File: config.mk
export PLATFORM = sky130hd
export DESIGN_NAME = param_fifo
export DESIGN_NICKNAME = d
export VERILOG_FILES = /design/src/rtl/param_fifo.sv
export SDC_FILE = /design/constraint.sdc
export NUM_CORES = 1
export LEC_CHECK = 0
export BUFFER_PORTS_ARGS = -buffer_cell sky130_fd_sc_hd__buf_2
export CORE_MARGIN = 5
export CORE_UTILIZATION = 50
export DETAILED_ROUTE_END_ITERATION = 10
export PLACE_DENSITY_LB_ADDON = 0.1
export SYNTH_ARGS = -nofsm -noshare
export SYNTH_HDL_FRONTEND = slang
export SYNTH_SLANG_ARGS = --single-unit
File: constraint.sdc
create_clock -name clk -period 3.4 [get_ports clk]
set_input_delay 0.51 -clock clk [delete_from_list [all_inputs] [get_ports clk]]
set_output_delay 0.51 -clock clk [all_outputs]
set_load 0.01 [all_outputs]
File: src/rtl/param_fifo.sv
// param_fifo: single-clock synchronous FIFO with registered read data,
// count-decoded status flags and one-cycle overflow/underflow pulses.
module param_fifo #(
  parameter int DATA_WIDTH    = 4,
  parameter int DEPTH         = 8,
  parameter int AFULL_THRESH  = DEPTH - 2,
  parameter int AEMPTY_THRESH = 2
) (
  input  logic                         clk,
  input  logic                         reset,
  input  logic                         write_en,
  input  logic [DATA_WIDTH-1:0]        data_in,
  input  logic                         read_en,
  output logic [DATA_WIDTH-1:0]        data_out,
  output logic                         full,
  output logic                         empty,
  output logic                         almost_full,
  output logic                         almost_empty,
  output logic [$clog2(DEPTH):0]       count,
  output logic                         overflow,
  output logic                         underflow
);

  localparam int PTR_W = $clog2(DEPTH);
  localparam int CNT_W = PTR_W + 1;

  logic [DATA_WIDTH-1:0] mem [DEPTH];
  logic [PTR_W-1:0]      wr_ptr;
  logic [PTR_W-1:0]      rd_ptr;
  logic                  wr_ok;
  logic                  rd_ok;

  // Flags come only from the registered count, never from the request inputs.
  assign full         = (count == CNT_W'(DEPTH));
  assign empty        = (count == '0);
  assign almost_full  = (count >= CNT_W'(AFULL_THRESH));
  assign almost_empty = (count <= CNT_W'(AEMPTY_THRESH));

  // A write into a full FIFO is still taken when a read frees a slot on the same edge;
  // a read from an empty FIFO is never taken (no write-to-read bypass).
  assign wr_ok = write_en & (~full | read_en);
  assign rd_ok = read_en & ~empty;

  // Storage array: written on accepted writes only, never reset.
  always_ff @(posedge clk) begin
    if (wr_ok) begin
      mem[wr_ptr] <= data_in;
    end
  end

  // Pointers wrap naturally because they are exactly PTR_W bits wide.
  always_ff @(posedge clk) begin
    if (!reset) begin
      wr_ptr <= '0;
      rd_ptr <= '0;
    end else begin
      if (wr_ok) begin
        wr_ptr <= wr_ptr + PTR_W'(1);
      end
      if (rd_ok) begin
        rd_ptr <= rd_ptr + PTR_W'(1);
      end
    end
  end

  // Occupancy counter: moves only when exactly one side is accepted.
  always_ff @(posedge clk) begin
    if (!reset) begin
      count <= '0;
    end else begin
      case ({wr_ok, rd_ok})
        2'b10:   count <= count + CNT_W'(1);
        2'b01:   count <= count - CNT_W'(1);
        default: count <= count;
      endcase
    end
  end

  // Registered read data: loads on an accepted read, otherwise holds.
  always_ff @(posedge clk) begin
    if (!reset) begin
      data_out <= '0;
    end else if (rd_ok) begin
      data_out <= mem[rd_ptr];
    end
  end

  // Error pulses for rejected requests, visible for the cycle after the edge.
  always_ff @(posedge clk) begin
    if (!reset) begin
      overflow  <= 1'b0;
      underflow <= 1'b0;
    end else begin
      overflow  <= write_en & full & ~read_en;
      underflow <= read_en & empty;
    end
  end

endmodule

==> results.toml <==
[run_status]
outcome = "finished clean"

[cts]
clock_path_buffers = 2
clockRootBuffer = "clkbuf_8"
cts_hold_buf = 0
htree_num_levels = 2
cts_buffers = 5
cts_setup_buffers = 0
clk_pin_slew_ns = 0.09
cts_tree = "yes"
ctsResizeCount = 0
clock_latency_ns = 0.30
cts.sinks = 48

[placement]
portBuffers = 21
dp_cells = 203
dp_hpwl_mm = 2.44
place.gp.congestion = 0.828
placed_cell_area_mm2 = 0.00215

[routing]
wirelength_mm = 3.42
post_drt_wl_per_cell_um = 16.2
drcViolationCount = 0
vias_per_cell = 5.54
ant_nets = 0
num_vias = 1169
firstDrtPassIters = 7
drt_iter0_drc = 44

[pwr]
p_leak_uw = 0.000831
peakVddDrop_v = 0.000380
cellPowerDensity_mw_per_mm2 = 734

[setup_path]
slowest_delay_ns = 0.60
cp_num_cells = 9
cp.required_ns = 3.63
path_class = "reg2reg"
path_delay_family = "simple AND/OR/NAND/NOR gates"
reg2reg_depth = 9
crit_chain = "or4b_4 -> o21ai_4 -> ha_1 -> xor2_1 -> ha_1 -> a21oi_1 -> xor2_1 -> or3_1 -> a21boi_0"
cp_data_arrival_time_ns = 2.97
start_kind = "flip-flop"
crit_buf_inv = 0
end_kind = "flip-flop"
slowest_stage = "or4b_4"
worstPathMaxFanout = 11

[grt]
grt_usage_pct = 14.3
grt_first_pass_wirelength_mm = 5.60
grt_max_degree = 18
grt_pass1_vias = 1109
grt_remaining_overflow = 0
antenna_found_initial = 0

[synthesis]
synth-compound-area-share_pct = 7.27
yosys.area_share.simple_pct = 10.4
ys_async_sr_fraction_pct = 0
syn_inst = 138
synth_top_family_by_area = "multiplexers"
synthTopCellsByCount = "32 x edfxtp_1, 16 x dfxtp_1, 8 x mux4_2, 7 x nor2_1"
synth_area_leader_cell = "edfxtp_1"
mappedNetlistNets = 151
synth_edf_count = 32
yosys.area_share.adder_pct = 3.11
ys_seq_area_share_pct = 63.6
synth_area_mm2 = 0.00201
synth.most_common_cell = "edfxtp_1"
synth.distinct_cells = 34
ys_warn_count = 0
synth_area_per_cell_um2 = 14.6
synthMuxAreaShare_pct = 10.9
synth_ff_type = "edfxtp_1"
synth_seq_cells = 48
synthXorXnorAreaFrac_pct = 2.61
synth.area.top_cells = "edfxtp_1 48%, dfxtp_1 16%, mux4_2 8.9%"
synth_top_area_share_pct = 47.7

[run]
drv_cap = 0

[timing]
hold_viol = 0
skew_ns = 0.0119
hold_ws_ns = 0.451
setup_viol = 0
relSlewSlack_pct = 39.7
final.setup.tns_ns = 0
report.final.slew_viol_count = 0
timing.final.crit_share_pct = 80.5
max_slew.worst_pin.slew_ns = 0.896
fmax_mhz = 365
fin_crit_ns = 2.74
rsz0062_at_grt = "no"

[final_layout]
nets = 173
fillers = 314
area_delta_synth_final_pct = 13.0
finalNonFillerCells = 211
final_core_util_pct = 57.7
drive_gt1_share_pct = 25.5
insertedDiodeCount = 0
design_area_mm2 = 0.00227

[die]
coreArea_mm2 = 0.00394
die_w_um = 73.5
die-height_um = 73.5
io_pins = 22
dieArea_mm2 = 0.00540
initial_core_util_pct = 51.1
core.rowCount = 23

[min_path]
whs_path_depth = 2
worst_hold_path_type = "in2reg"
==> routing by layer <==
metal	GRT usage, %	wire length (µm)	vias to the layer above
li1	-	-	565
met2	23.7	1690	39
met4	5.43	54	0
met5	0	0	-
met3	3.83	198	7
met1	17.8	1470	558
==> placed cells by master (no fill, tap or decap), types with 2 or more instances in the layout <==
master,instances
inv_1,2
mux4_2,8
xor2_1,3
mux2i_1,4
nand2b_1,4
dfxtp_1,16
and2_1,4
nor2_1,7
a21boi_0,2
nor2b_1,6
edfxtp_1,32
ha_1,5
nand2_1,5
o22ai_1,4
xnor2_1,3
o21ai_0,6
buf_2,21
nor4_1,2
a21oi_1,2
or3_1,2
nor3_1,5
clkbuf_8,7
==> state kept, by name, summed over array words and instances, names as in the netlist <==
register / count
count: 4
data_out: 4
mem: 32
overflow: 1
rd_ptr: 3
underflow: 1
wr_ptr: 3
==> logic make-up (layout without fill, tap and decap cells) <==
kind of cell,Yosys count,in the layout
AOI/OAI and AO/OA,21,21
xor gates and xnor gates,6,6
adders and majority gates,5,5
buffers and inverters,8,31
DFF,48,48
muxes,12,12
and+or+nand+nor,38,38
==> area by class of cell <==
class | instances | area (µm²) | share of cell area, %
flip-flops and latches | 48 | 1280 | 56.3
clock buffers | 7 | 96.3 | 4.24
clock inverters | 1 | 30.0 | 1.32
repair buffers | 21 | 105 | 4.62
well taps | 50 | 62.6 | 2.75
inverters | 2 | 7.51 | 0.330
multi-input cells | 82 | 692 | 30.4
==> where the power goes <==
part,internal [µW],switching [µW]
clock,259,186
combinational,222,220
sequential,695,88.2
total,1180,495
==> through the flow <==
step / total power [µW] / setup WS, ns
floorplan: 1110 / 0.881
global placement: 1230 / 0.822
detailed placement: 1250 / 0.674
CTS: 1680 / 0.647
global route: 1760 / 0.405
finish: 1670 / 0.663
==> path summary, 6_finish.rpt <==
path,from,end,slack (ns)
max,count[1],count[2],0.66
min,read_en,overflow,0.45
max reg2reg,count[1],count[2],0.66
min reg2reg,data_out[3],data_out[3],0.53
(Power assumes the default switching activity.)
